## src/rtl/cp0_exc_ctrl_pkg.sv

```systemverilog
// Shared definitions for the CP0 register file and exception sequencer:
// register indices, field positions, next-PC encodings and exception codes.
package cp0_exc_ctrl_pkg;

    localparam logic [4:0] CP0_SR    = 5'd12;
    localparam logic [4:0] CP0_CAUSE = 5'd13;
    localparam logic [4:0] CP0_EPC   = 5'd14;
    localparam logic [4:0] CP0_PRID  = 5'd15;

    typedef enum logic [1:0] {
        NPC_NORMAL  = 2'b00,
        NPC_HANDLER = 2'b01,
        NPC_EPC     = 2'b10
    } npc_sel_e;

    localparam int SR_IE_BIT     = 0;
    localparam int SR_EXL_BIT    = 1;
    localparam int SR_IM_LO      = 10;
    localparam int SR_IM_HI      = 15;
    localparam int CAUSE_EXC_LO  = 2;
    localparam int CAUSE_EXC_HI  = 6;
    localparam int CAUSE_IP_LO   = 10;
    localparam int CAUSE_IP_HI   = 15;
    localparam int CAUSE_BD_BIT  = 31;

    localparam logic [4:0] EXC_INT  = 5'd0;
    localparam logic [4:0] EXC_ADEL = 5'd4;
    localparam logic [4:0] EXC_ADES = 5'd5;
    localparam logic [4:0] EXC_RI   = 5'd10;
    localparam logic [4:0] EXC_OV   = 5'd12;

    typedef enum logic {
        ST_RUN,
        ST_DRAIN
    } state_e;

    typedef struct packed {
        logic [5:0] im;
        logic       exl;
        logic       ie;
    } sr_t;

    typedef struct packed {
        logic       bd;
        logic [5:0] ip;
        logic [4:0] exc;
    } cause_t;

    function automatic logic [31:0] pack_sr(input sr_t s);
        logic [31:0] r;
        r                     = '0;
        r[SR_IM_HI:SR_IM_LO]  = s.im;
        r[SR_EXL_BIT]         = s.exl;
        r[SR_IE_BIT]          = s.ie;
        return r;
    endfunction

    function automatic logic [31:0] pack_cause(input cause_t c);
        logic [31:0] r;
        r                           = '0;
        r[CAUSE_BD_BIT]             = c.bd;
        r[CAUSE_IP_HI:CAUSE_IP_LO]  = c.ip;
        r[CAUSE_EXC_HI:CAUSE_EXC_LO] = c.exc;
        return r;
    endfunction

endpackage

```

## src/rtl/cp0_drain_cnt.sv

```systemverilog
// Loadable 3-bit down-counter timing the post-take / post-eret flush window.
// done marks the last drain cycle (count == 1).
module cp0_drain_cnt (
    input  logic       clk,
    input  logic       reset,
    input  logic       load,
    input  logic       en,
    input  logic [2:0] load_val,
    output logic [2:0] count,
    output logic       done
);

    // NOTE: sequential state uses non-blocking (<=) so every flop samples
    // pre-edge values regardless of statement order.
    always_ff @(posedge clk) begin
        if (reset) begin
            count <= '0;
        end else if (load) begin
            count <= load_val;
        end else if (en && count != 3'd0) begin
            count <= count - 3'd1;
        end
    end

    assign done = (count == 3'd1);

endmodule

```

## src/rtl/cp0_exc_ctrl.sv

```systemverilog
// CP0 register file (SR/Cause/EPC/PRId) plus the RUN/DRAIN sequencer that
// takes interrupts/exceptions, handles eret and drives flush and next-PC.
module cp0_exc_ctrl
    import cp0_exc_ctrl_pkg::*;
#(
    parameter logic [31:0] HANDLER_ADDR = 32'h0000_4180,
    parameter logic [31:0] PRID         = 32'h4755_4F59,
    parameter int unsigned FLUSH_CYC    = 1
) (
    input  logic        clk,
    input  logic        reset,
    input  logic [4:0]  ExcCode_M,
    input  logic [31:0] PC_M,
    input  logic        BD_M,
    input  logic [5:0]  HWInt,
    input  logic        eret_M,
    input  logic        mtc0_we_M,
    input  logic [4:0]  cp0_addr,
    input  logic [31:0] cp0_wdata,
    output logic [31:0] cp0_rdata,
    output logic        Req,
    output logic        Flush,
    output logic [1:0]  NPC_sel,
    output logic [31:0] EPC_out
);

    localparam logic [2:0] FLUSH_LOAD = 3'(FLUSH_CYC);

    state_e      state;
    sr_t         sr;
    cause_t      cause;
    logic [31:0] epc;

    logic        int_req;
    logic        exc_req;
    logic        in_run;
    logic        take;
    logic        do_eret;
    logic        do_mtc0;
    logic        cnt_done;
    logic [2:0]  cnt_val;
    npc_sel_e    npc_sel;

    assign int_req = sr.ie & ~sr.exl & (|(HWInt & sr.im));
    assign exc_req = (ExcCode_M != EXC_INT) & ~sr.exl;
    assign in_run  = (state == ST_RUN);
    assign take    = in_run & (int_req | exc_req);
    // A take swallows any concurrent eret or mtc0 in the same cycle.
    assign do_eret = in_run & ~take & eret_M;
    assign do_mtc0 = in_run & ~take & mtc0_we_M;

    cp0_drain_cnt u_drain_cnt (
        .clk      (clk),
        .reset    (reset),
        .load     (take | do_eret),
        .en       (state == ST_DRAIN),
        .load_val (FLUSH_LOAD),
        .count    (cnt_val),
        .done     (cnt_done)
    );

    always_comb begin
        // NOTE: every always_comb output gets a default first so no path
        // leaves it unassigned and a latch cannot be inferred.
        npc_sel = NPC_NORMAL;
        if (take) begin
            npc_sel = NPC_HANDLER;
        end else if (do_eret) begin
            npc_sel = NPC_EPC;
        end
    end

    assign Req     = take;
    assign Flush   = take | do_eret | (state == ST_DRAIN);
    assign NPC_sel = npc_sel;
    assign EPC_out = epc;

    always_ff @(posedge clk) begin
        if (reset) begin
            state <= ST_RUN;
            sr    <= '0;
            cause <= '0;
            epc   <= '0;
        end else begin
            cause.ip <= HWInt;

            unique case (state)
                ST_RUN: begin
                    if (take || do_eret) begin
                        state <= ST_DRAIN;
                    end
                end
                ST_DRAIN: begin
                    if (cnt_done) begin
                        state <= ST_RUN;
                    end
                end
                default: state <= ST_RUN;
            endcase

            if (take) begin
                sr.exl    <= 1'b1;
                cause.exc <= int_req ? EXC_INT : ExcCode_M;
                cause.bd  <= BD_M;
                epc       <= BD_M ? (PC_M - 32'd4) : PC_M;
            end else begin
                if (do_mtc0) begin
                    if (cp0_addr == CP0_SR) begin
                        sr.im  <= cp0_wdata[SR_IM_HI:SR_IM_LO];
                        sr.exl <= cp0_wdata[SR_EXL_BIT];
                        sr.ie  <= cp0_wdata[SR_IE_BIT];
                    end else if (cp0_addr == CP0_EPC) begin
                        epc <= cp0_wdata;
                    end
                end
                // Placed after the mtc0 write so eret's EXL clear wins.
                if (do_eret) begin
                    sr.exl <= 1'b0;
                end
            end
        end
    end

    always_comb begin
        cp0_rdata = '0;
        unique case (cp0_addr)
            CP0_SR:    cp0_rdata = pack_sr(sr);
            CP0_CAUSE: cp0_rdata = pack_cause(cause);
            CP0_EPC:   cp0_rdata = epc;
            CP0_PRID:  cp0_rdata = PRID;
            default:   cp0_rdata = '0;
        endcase
    end

    logic unused_cnt;
    assign unused_cnt = ^cnt_val;

endmodule

```

## config.mk

```make
export PLATFORM = sky130hd
export DESIGN_NAME = cp0_exc_ctrl
export DESIGN_NICKNAME = d
export VERILOG_FILES = /design/src/rtl/cp0_exc_ctrl_pkg.sv /design/src/rtl/cp0_drain_cnt.sv /design/src/rtl/cp0_exc_ctrl.sv
export SDC_FILE = /design/constraint.sdc
export NUM_CORES = 1
export LEC_CHECK = 0
export ABC_AREA = 1
export CORE_UTILIZATION = 45
export DETAILED_ROUTE_END_ITERATION = 8
export PLACE_DENSITY = 0.82
export SLEW_MARGIN = 10
export SYNTH_ARGS = -nofsm -noshare
export SYNTH_HDL_FRONTEND = slang
export SYNTH_SLANG_ARGS = --single-unit
```

## constraint.sdc

```tcl
create_clock -name clk -period 2.1 [get_ports clk]
set_input_delay 0.525 -clock clk [delete_from_list [all_inputs] [get_ports clk]]
set_output_delay 0.525 -clock clk [all_outputs]
set_load 0.1 [all_outputs]
```

==> impl_metrics.toml, run 1 <==
[status]
run_status = "aborted with a tool error"
lastStage = "global routing"
firstError = "[ERROR GRT-0232] Routing congestion too high. Check the congestion heatmap in the GUI."

[logic_synthesis]
synthTopCellsByCount = "sky130_fd_sc_hd__nand2_1, sky130_fd_sc_hd__nor2_1, sky130_fd_sc_hd__inv_1, sky130_fd_sc_hd__dfxtp_1, sky130_fd_sc_hd__nand3_1"
synth-adder-area-share = 0.0126
synth_area_leaders = "sky130_fd_sc_hd__dfxtp_1, sky130_fd_sc_hd__nand2_1, sky130_fd_sc_hd__nor2_1"
synthFlopType = "sky130_fd_sc_hd__dfxtp_1"
synth_compound_gate_area_share = 0.0986
asyncSetResetFlopFracSynth = 0
number_of_instances_in_the_synthesized_netlist = 662
area_leader_netlist = "sky130_fd_sc_hd__dfxtp_1"
synth.yosys.warnings = 0
synth_top_area_share = 0.281
syn_area_mm2 = 0.00399
number_of_synthesized_register_bits = 56
synthMostInstantiatedCell = "sky130_fd_sc_hd__nand2_1"
yosys.area_share.simple = 0.476
synth_enable_flop_cells = 0
count_of_unique_library_cells_instantiated_by_yosys = 37
main_combinational_cell_family_by_area_after_synthesis = "simple AND/OR/NAND/NOR gates"
synth.mux.area_fraction = 0
synthXorXnorAreaFrac = 0.0242
synth_sequential_area_ratio = 0.281
syn-num-nets = 751
syn_area_per_cell_um2 = 6.02

[floorplan]
ios = 153
die_x_um = 96.1
rows = 33
die_h_um = 96.1
initial_standard_cell_utilization_of_the_core = 0.476

[place]
finalWeightedCongestion = 0.973
postPlaceCellArea_mm2 = 0.00680
post-dp-hpwl_mm = 12.6
portBuffers = 152

[clocking]
cts_inserted_buffers = 5
ctsHoldBuffers = 0
cts-root-to-sink-buffers = 2
cts.sink_count = 56
clock_root_buffer = "sky130_fd_sc_hd__clkbuf_8"
cts_htree_levels = 2

[grt]
grt_remaining_overflow = 6
grt.total_usage = 0.754
grt_start_max_net_pins = 46

[sta]
timing.grt.repair.worst_endpoint = "Flush"
worstEpCategory = "output port"
-- repair_timing --
action | 4_1_cts
pin swaps | 27
setup endpoints to repair | 47
resized for setup | 117
setup buffers | 18
gates cloned | 5
-- metrics by stage --
stage	instances	setup slack, ps	TNS, ps
4_1_cts	1007	-205	-581
3_3_place_gp	976	-595	-26180
2_1_floorplan	662	-688	-6110
3_5_place_dp	976	-710	-32200
-- logic make-up after synthesis --
logic type	Yosys count
xor gates and xnor gates	11
DFF	56
adders and majority gates	4
AOI/OAI and AO/OA	63
and+or+nand+nor	435
buffers and inverters	93
-- layer usage --
layer,GRT overflow,global-route usage
met1,0,0.747
met3,1,0.673
met5,0,0.345
met2,5,0.891
met4,0,0.700
==> run 2: changes to the inputs <==
CORE_UTILIZATION = 35   (was 45)
PLACE_DENSITY = default   (was 0.82)
PLACE_DENSITY_LB_ADDON = 0.15   (was default)
==> run 2 against run 1 <==
The flow now finishes, with violations (negative setup slack); synthesized cell count unchanged; area after synthesis unchanged.
==> impl_metrics.toml, run 2 <==
[status]
run_status = "complete, but fails checks"
failed_checks = "negative setup slack"

[place]
post-dp-hpwl_mm = 11.8
finalWeightedCongestion = 0.934
portBuffers = 152
place_worst_setup_slack_ps = -533

[run]
maxCapViolations = 0

[drt]
drt-vias-per-instance = 4.77
initialDrtViolationCount = 262
postRouteAntennaNets = 0
detailroute.via_count = 4909
drt_drc_violations_left = 0
drt-total-wl_mm = 14.6
drtPass1Iterations = 5
routed_wire_length_per_instance_um = 14.2

[power]
p_leak_nw = 3.34
irDropWorstVdd_mv = 0.529
power_density_relative_to_cell_area_mw_per_mm2 = 763

[clocking]
cts_inserted_buffers = 5
cts_htree_levels = 2
clock_root_buffer = "sky130_fd_sc_hd__clkbuf_16"
clk_latency_ps = 290
ctsHoldBuffers = 0
cts.sink_count = 56
cts_tree = "yes"
clkSlewWorstSetupHoldPaths_ps = 80
cts-root-to-sink-buffers = 2

[sta]
min_period_ps = 2230
maxSlewViolCount = 0
timing.final.ws_setup_ps = -131
grt_setup_unrepaired = "yes"
final_setup_violating_endpoints = 2
slew_at_the_pin_closest_to_its_max_slew_limit_ps = 426
timing.slew.headroom = 0.715
fin_crit_sh = 1.06
finalSetupTns_ps = -256
timing.fmax_mhz = 448
count_of_final_hold_check_violations = 0
clock-skew-final_ps = 4.81

[grt]
grt_start_max_net_pins = 48
initial_antenna_violation_count = 0
grt_pass1_vias = 4797
grt.total_usage = 0.251
grt_pass1_wl_mm = 23.1
grt_remaining_overflow = 0

[critical_path]
worstPathCellList = "clkdlybuf4s15_1, o21ai_4, nand4_1, clkinvlp_4, buf_4, buf_12"
worst-path-buf-inv = 4
critPathLaunchType = "input port"
setup.worst_path.end_class = "output port"
critPathRequiredTime_ps = 1570
timing.setup.critical_path_class = "input port to output port"
slowest_stage_delay_on_critical_path_ps = 280
timing.reg2reg.setup_slack_ps = 230
kind_of_cell_adding_the_most_delay_to_the_critical_path = "buffers and inverters"
timing.critical_path.slowest_stage_cell = "sky130_fd_sc_hd__o21ai_4"
timing.critical_path.fanout_max = 4
timing.critical_path.arrival_ps = 1710

[floorplan]
design.core.area_mm2 = 0.0110
die_x_um = 109
rows = 38
ios = 153
initial_standard_cell_utilization_of_the_core = 0.363
floorplan.die_area_mm2 = 0.0118
die_h_um = 109

[logic_synthesis]
number_of_instances_in_the_synthesized_netlist = 662
synth.yosys.warnings = 0
synthMostInstantiatedCell = "sky130_fd_sc_hd__nand2_1"
area_leader_netlist = "sky130_fd_sc_hd__dfxtp_1"
syn-num-nets = 751
synth_top_area_share = 0.281
syn_area_per_cell_um2 = 6.02
synth_enable_flop_cells = 0
synthFlopType = "sky130_fd_sc_hd__dfxtp_1"
number_of_synthesized_register_bits = 56
asyncSetResetFlopFracSynth = 0
synth_area_leaders = "sky130_fd_sc_hd__dfxtp_1, sky130_fd_sc_hd__nand2_1, sky130_fd_sc_hd__nor2_1"
synthTopCellsByCount = "sky130_fd_sc_hd__nand2_1, sky130_fd_sc_hd__nor2_1, sky130_fd_sc_hd__inv_1, sky130_fd_sc_hd__dfxtp_1, sky130_fd_sc_hd__nand3_1"
count_of_unique_library_cells_instantiated_by_yosys = 37
syn_area_mm2 = 0.00399
synth_sequential_area_ratio = 0.281

[final_layout]
area_of_combinational_cells_with_multiple_inputs_mm2 = 0.00291
finalNetCount = 977
flow.area_growth_from_synthesis_pct = 82.8
highest_count_cells_in_the_layout_ignoring_fill_and_taps = "sky130_fd_sc_hd__nand2_1, sky130_fd_sc_hd__buf_4, sky130_fd_sc_hd__nor2_1, sky130_fd_sc_hd__clkdlybuf4s50_1, sky130_fd_sc_hd__inv_1"
mostFrequentLayoutCell = "sky130_fd_sc_hd__nand2_1"
largest_reg_flops = 32
fill_cells = 939
insertedDiodeCount = 0
layout.area.seq_mm2 = 0.00114
post_route_cells_drive_above_1_share = 0.349

[hold_path]
hold_path.class = "input port to flop"
==> run 2: what timing repair did <==
item                                    CTS  global route
endpoints found under the setup margin   46            28
gates cloned                              2             0
setup buffers                             8             4
pin swaps                                23            17
endpoints found under the hold margin     0             0
resized for setup                        89            44
==> run 2: worst min-delay path, stage by stage <==
cell and delay [ps]:
sky130_fd_sc_hd__buf_6 70, sky130_fd_sc_hd__inv_1 30, sky130_fd_sc_hd__nor2_1 70
==> run 2: where the power goes <==
| group | internal, W | total (W) | leakage [nW] | switching [W] |
|---|---|---|---|---|
| Sequential | 0.00125 | 0.00139 | 0.466 | 0.000142 |
| Combinational | 0.00104 | 0.00330 | 2.80 | 0.00226 |
| Clock | 0.000452 | 0.000867 | 0.0708 | 0.000415 |
==> run 2: final timing paths <==
check,cells past startpoint,start,end
max,6,ExcCode_M[4],NPC_sel[1]
min,3,HWInt[2],cause[7]
max reg2reg,14,sr[5],EPC_out[5]
min reg2reg,2,u_drain_cnt.count[2],u_drain_cnt.count[2]
==> run 2: cell type report <==
class                      instances  share of cell area
inverter                          71              0.0393
multi-input combinational        513               0.399
clock inverter                     3             0.00343
tap                              140              0.0240
timing repair buffer             241               0.361
clock buffer                       5              0.0172
sequential                        56               0.156
==> run 2: metal layers <==
layer | vias to the layer above | wire length (um) | part of all wire | global-route usage
li1 | 2518 | - | - | -
met1 | 2204 | 6430 | 0.44 | 0.329
met2 | 171 | 7240 | 0.49 | 0.445
met3 | 16 | 744 | 0.051 | 0.0239
met4 | 0 | 211 | 0.014 | 0.0521
met5 | - | 0 | 0 | 0
==> run 2: kinds of logic (layout without fill, tap and decap cells) <==
logic type	count (synthesis)	in the layout	share of synthesized area
AOI/OAI and AO/OA	63	63	0.0986
xor gates and xnor gates	11	11	0.0242
adders and majority gates	4	4	0.0126
buffers and inverters	93	320	0.108
DFF	56	56	0.281
and+or+nand+nor	435	435	0.476
==> run 2: per-stage QoR <==
step	cell area, um^2	cells	hold slack (ps)	util	power, W
after floorplan	4390	662	438	-	0.00373
after CTS	7140	1025	442	0.650	0.00555
after global placement	6880	1008	446	0.627	0.00461
final	7290	1029	439	0.664	0.00556
after global routing	7290	1029	450	0.664	0.00585
after detailed placement	6880	1008	464	0.627	0.00465
(Power assumes the default switching activity.)
==> run 3: changes to the inputs <==
CTS_CLUSTER_DIAMETER = 50   (was default)
==> results of run 3 <==
Final layout, timing and power as in run 2 (identical DEF).
